$ cat src/rtl/hazard_pkg.sv
// Hazard control package: FSM state encoding, register-zero constant,
// JR load-use stall length and the stall-statistic saturation limit.
package hazard_pkg;

    typedef enum logic [1:0] {
        RUN     = 2'b00,
        JR_WAIT = 2'b01,
        HALT    = 2'b10
    } state_e;

    localparam logic [3:0]  REG_ZERO             = 4'h0;
    localparam int          JR_LOAD_STALL_CYCLES = 2;
    localparam logic [15:0] STAT_MAX             = 16'hFFFF;

    // True when a used source register names the (non-zero) EX destination.
    function automatic logic src_hit(
        input logic [3:0] dst,
        input logic [3:0] src,
        input logic       used
    );
        return used && (dst != REG_ZERO) && (dst == src);
    endfunction

endpackage

$ cat src/rtl/hazard_stat_ctr.sv
// Saturating 16-bit stall-cycle counter used by hazard_ctrl.
// Ports: clk, rst (async, active high), inc, count[15:0].
module hazard_stat_ctr
    import hazard_pkg::*;
(
    input  logic        clk,
    input  logic        rst,
    input  logic        inc,
    output logic [15:0] count
);

    logic [15:0] count_q;
    logic [15:0] count_d;

    always_comb begin
        count_d = count_q;
        if (inc && (count_q != STAT_MAX)) begin
            count_d = count_q + 16'd1;
        end
    end

    always_ff @(posedge clk or posedge rst) begin
        if (rst) begin
            count_q <= '0;
        end else begin
            count_q <= count_d;
        end
    end

    assign count = count_q;

endmodule

$ cat src/rtl/hazard_ctrl.sv
// Pipeline hazard controller: load-use stalls, two-cycle JR load-use wait,
// taken-branch flush and HLT front-end halt.
// Inputs: clk, rst (async, active high), ID source regs/uses/jr/hlt,
//   EX destination/reg_write/mem_read, branch_taken_ex.
// Outputs: stall_pc, stall_if_id, bubble_id_ex, flush_if_id, halted,
//   and stall_count[15:0] when HAZARD_STATS_EN is defined.
module hazard_ctrl
    import hazard_pkg::*;
(
    input  logic        clk,
    input  logic        rst,
    input  logic [3:0]  id_rs_addr,
    input  logic [3:0]  id_rt_addr,
    input  logic        id_uses_rs,
    input  logic        id_uses_rt,
    input  logic        id_jr,
    input  logic        id_hlt,
    input  logic [3:0]  ex_dst_addr,
    input  logic        ex_reg_write,
    input  logic        ex_mem_read,
    input  logic        branch_taken_ex,
    output logic        stall_pc,
    output logic        stall_if_id,
    output logic        bubble_id_ex,
    output logic        flush_if_id,
    output logic        halted
`ifdef HAZARD_STATS_EN
    ,
    output logic [15:0] stall_count
`endif
);

    localparam logic WAIT_INIT = 1'(JR_LOAD_STALL_CYCLES - 1);

    state_e state_q;
    state_e state_d;
    logic   wait_q;
    logic   wait_d;

    logic ex_load;
    logic rs_hit;
    logic rt_hit;
    logic load_use;
    logic jr_load_use;

    assign ex_load     = ex_mem_read && ex_reg_write;
    assign rs_hit      = src_hit(ex_dst_addr, id_rs_addr, id_uses_rs);
    assign rt_hit      = src_hit(ex_dst_addr, id_rt_addr, id_uses_rt);
    assign load_use    = ex_load && (rs_hit || rt_hit);
    // Non-load writers feeding a JR are covered by the JR forward path.
    assign jr_load_use = ex_load && rs_hit && id_jr;

    always_comb begin
        state_d      = state_q;
        wait_d       = wait_q;
        stall_pc     = 1'b0;
        stall_if_id  = 1'b0;
        bubble_id_ex = 1'b0;
        flush_if_id  = 1'b0;
        halted       = 1'b0;
        if (!rst) begin
            unique case (state_q)
                RUN: begin
                    if (branch_taken_ex) begin
                        flush_if_id  = 1'b1;
                        bubble_id_ex = 1'b1;
                    end else if (load_use) begin
                        stall_pc     = 1'b1;
                        stall_if_id  = 1'b1;
                        bubble_id_ex = 1'b1;
                        if (jr_load_use) begin
                            wait_d  = WAIT_INIT;
                            state_d = JR_WAIT;
                        end
                    end else if (id_hlt) begin
                        state_d = HALT;
                    end
                end
                JR_WAIT: begin
                    if (branch_taken_ex) begin
                        flush_if_id  = 1'b1;
                        bubble_id_ex = 1'b1;
                        wait_d       = 1'b0;
                        state_d      = RUN;
                    end else begin
                        stall_pc     = 1'b1;
                        stall_if_id  = 1'b1;
                        bubble_id_ex = 1'b1;
                        wait_d       = wait_q ? 1'b0 : wait_q;
                        if (!wait_d) begin
                            state_d = RUN;
                        end
                    end
                end
                HALT: begin
                    halted   = 1'b1;
                    stall_pc = 1'b1;
                end
                default: begin
                    wait_d  = 1'b0;
                    state_d = RUN;
                end
            endcase
        end
    end

    always_ff @(posedge clk or posedge rst) begin
        if (rst) begin
            state_q <= RUN;
            wait_q  <= 1'b0;
        end else begin
            state_q <= state_d;
            wait_q  <= wait_d;
        end
    end

`ifdef HAZARD_STATS_EN
    logic stat_inc;

    assign stat_inc = stall_pc && (state_q != HALT);

    hazard_stat_ctr u_stat_ctr (
        .clk   (clk),
        .rst   (rst),
        .inc   (stat_inc),
        .count (stall_count)
    );
`endif

endmodule

$ cat config.mk
export PLATFORM = sky130hd
export DESIGN_NAME = hazard_ctrl
export DESIGN_NICKNAME = d
export VERILOG_FILES = /design/src/rtl/hazard_pkg.sv /design/src/rtl/hazard_stat_ctr.sv /design/src/rtl/hazard_ctrl.sv
export SDC_FILE = /design/constraint.sdc
export NUM_CORES = 1
export LEC_CHECK = 0
export BUFFER_PORTS_ARGS = -buffer_cell sky130_fd_sc_hd__buf_2
export CORE_AREA = 2 2 39 41
export DETAILED_ROUTE_END_ITERATION = 6
export DIE_AREA = 0 0 41 43
export SLEW_MARGIN = 20
export SYNTH_ARGS = -nofsm -noshare
export SYNTH_HDL_FRONTEND = slang
export SYNTH_SLANG_ARGS = --single-unit
$ cat constraint.sdc
create_clock -name clk -period 4.36 [get_ports clk]
set_input_delay 0.654 -clock clk [delete_from_list [all_inputs] [get_ports clk]]
set_output_delay 0.654 -clock clk [all_outputs]
set_load 0.005 [all_outputs]
==> metrics <==
Register-to-Register Path Depth 3; pin count of the biggest net entering global routing 10; clk_lat worst skew 230 ps; Core ar. 0.00138 mm^2; routed length per instance 9.62 um; Max Cap Viol 0; max-slew violation count 0; port buffer count 25; Tcrit/Tclk final 0.627; final hold violations 0; Slew HR 0.711; # DRC 0; TritonCTS clock tree built; CTS Buf Count 3; PostCTS Resize Cnt 0; aggregate routed wire length 789 um; clk buf depth 2; DR iter-0 viols 5; layout cells sized above 1 0.485; GPL Wtd Cong 0.705; Clock Tree Root clkbuf_4; R2R Setup Slk 3260 ps; clock sink count 2; outcome finished clean; initial antenna violation count 0; synth warn 0; syn nets 60; register area share after synthesis 0.172; Die H 43 um; final setup TNS 0 ps; Final Skew 2.96 ps; Critical Path Max Stage Delay 390 ps; Crit path top cell by count buf_2; Synth async-reset ratio 1.00; vias in the first global route 356; first-pass GRT wire length 1.37 mm; Die X-Extent 41 um; share of the synthesized area in the top cell type 0.180; Post-DP Area 433 um^2; ANT nets after route 0; largest reg by FF count state_q; total grt overflow 0; Synth Flop Type dfrtp_1; EDFF count, synth 0; crit-path cells buf_2 -> or2_2 -> o21ai_0 -> a32oi_1 -> a2111oi_2 -> buf_2; diode count 0; Critical R2R Launch state_q[1]$_DFFE_PP0P_; area leader, netlist xor2_1; CP Data Required Time 3710 ps; I/O pin cnt 26; min cycle time layout 2730 ps; most area-consuming cells after synthesis xor2_1, dfrtp_1, nand2_1; DR pass1 iterations 2; FF+latch count, synth 2; Worst setup EP type primary output; Pwr Total 0.0858 mW; total die area 0.00176 mm^2; Fmax 366 MHz; Area growth syn-to-layout 56.2%; Worst Setup Start Kind input pin; number of flip-flops in the largest register 2; Max stage delay cell, worst path a2111oi_2; Distinct cells, synth 21; RSZ-0062 raised after global routing false; FP Rows 14; Initial Utilization 0.211; crit-path max FO 4; Avg Cell Area, Syn 7.48 um^2; Max VDD drop 0.0645 mV; final setup fails 0; gr usage total 0.115; Post CTS Setup Buffer Count 0; Clock Pin Slew Worst Setup and Hold Paths 30 ps; leading cell types in the layout, fill and taps excluded buf_2, xor2_1, nand2_1; fin util 0.329; HP Class input pin to asynchronous set/reset pin; Final Instance Area 455 um^2; H-tree lvl count 1; Nets 89; vias per inst 4.73; reg2reg end state_q[0]$_DFFE_PP0P_; Worst Tran Pin Value 433 ps; most common cell after layout, fill and taps aside buf_2; Crit Path Class input pin to primary output; DR vias 388; power per cell area 188 mW/mm^2; Leak 0.209 nW; Critical Path AT 2080 ps; Cells after Synth 39; top flop regs state_q: 2 flops; hold buffer count at cts 0; Netlist Area Pre-Place 292 um^2
[logic make-up after synthesis]
group	count (synthesis)	synth area share
XOR/XNOR	6	0.180
AO/OA/AOI/OAI	8	0.223
AND/OR/NAND/NOR	20	0.386
flip-flops	2	0.172
buffers and inverters	3	0.0386
[power breakdown]
part | switching [mW] | internal (mW) | total, mW
registers | 0.0000605 | 0.0187 | 0.0188
logic | 0.0124 | 0.0124 | 0.0248
clock network | 0.0117 | 0.0305 | 0.0422
total | 0.0242 | 0.0616 | 0.0858
[routing by layer]
metal | vias to the layer above | GRT usage | part of all wire
li1 | 202 | - | -
met1 | 163 | 0.134 | 0.39
met2 | 21 | 0.169 | 0.50
met3 | 2 | 0.0366 | 0.095
met4 | 0 | 0.0800 | 0.019
met5 | - | 0 | 0
[how the worst max path moves through the flow]
stage	start	to	slack, ps	cells past startpoint
floorplan	ex_dst_addr[3]	stall_if_id	2010	4
global placement	ex_dst_addr[3]	stall_if_id	1620	6
detailed placement	ex_dst_addr[3]	stall_if_id	1600	6
CTS	ex_dst_addr[3]	stall_if_id	1600	6
global route	ex_dst_addr[3]	stall_if_id	1470	6
finish	ex_dst_addr[3]	stall_if_id	1630	6
[critical path: cells and delay by family]
family,cells,cell delay (ps)
AO/OA/AOI/OAI,3,850
buffers and inverters,2,280
AND/OR/NAND/NOR,1,280
[per-stage QoR]
step | setup WS, ps | hold slack [ps] | cells
3_3_place_gp | 1620 | 597 | 79
4_1_cts | 1600 | 362 | 82
2_1_floorplan | 2010 | 539 | 39
6_report | 1630 | 363 | 82
5_1_grt | 1470 | 369 | 82
3_5_place_dp | 1600 | 603 | 79
[Yosys cell counts, types with 2 or more instances]
master / number
nor3_1: 3
or2_2: 2
nor2_1: 2
xor2_1: 6
inv_1: 2
nor4_1: 2
o21ai_0: 3
nand2_1: 5
dfrtp_1: 2
[layout make-up]
| type | count | area (um^2) |
|---|---|---|
| tap | 16 | 20.0 |
| timing repair buffer | 25 | 125 |
| inverter | 2 | 7.51 |
| sequential | 2 | 50.0 |
| clock buffer | 3 | 22.5 |
| multi-input combinational | 34 | 230 |
| fill | 156 | 928 |
Power figures use the tool's default switching activity.
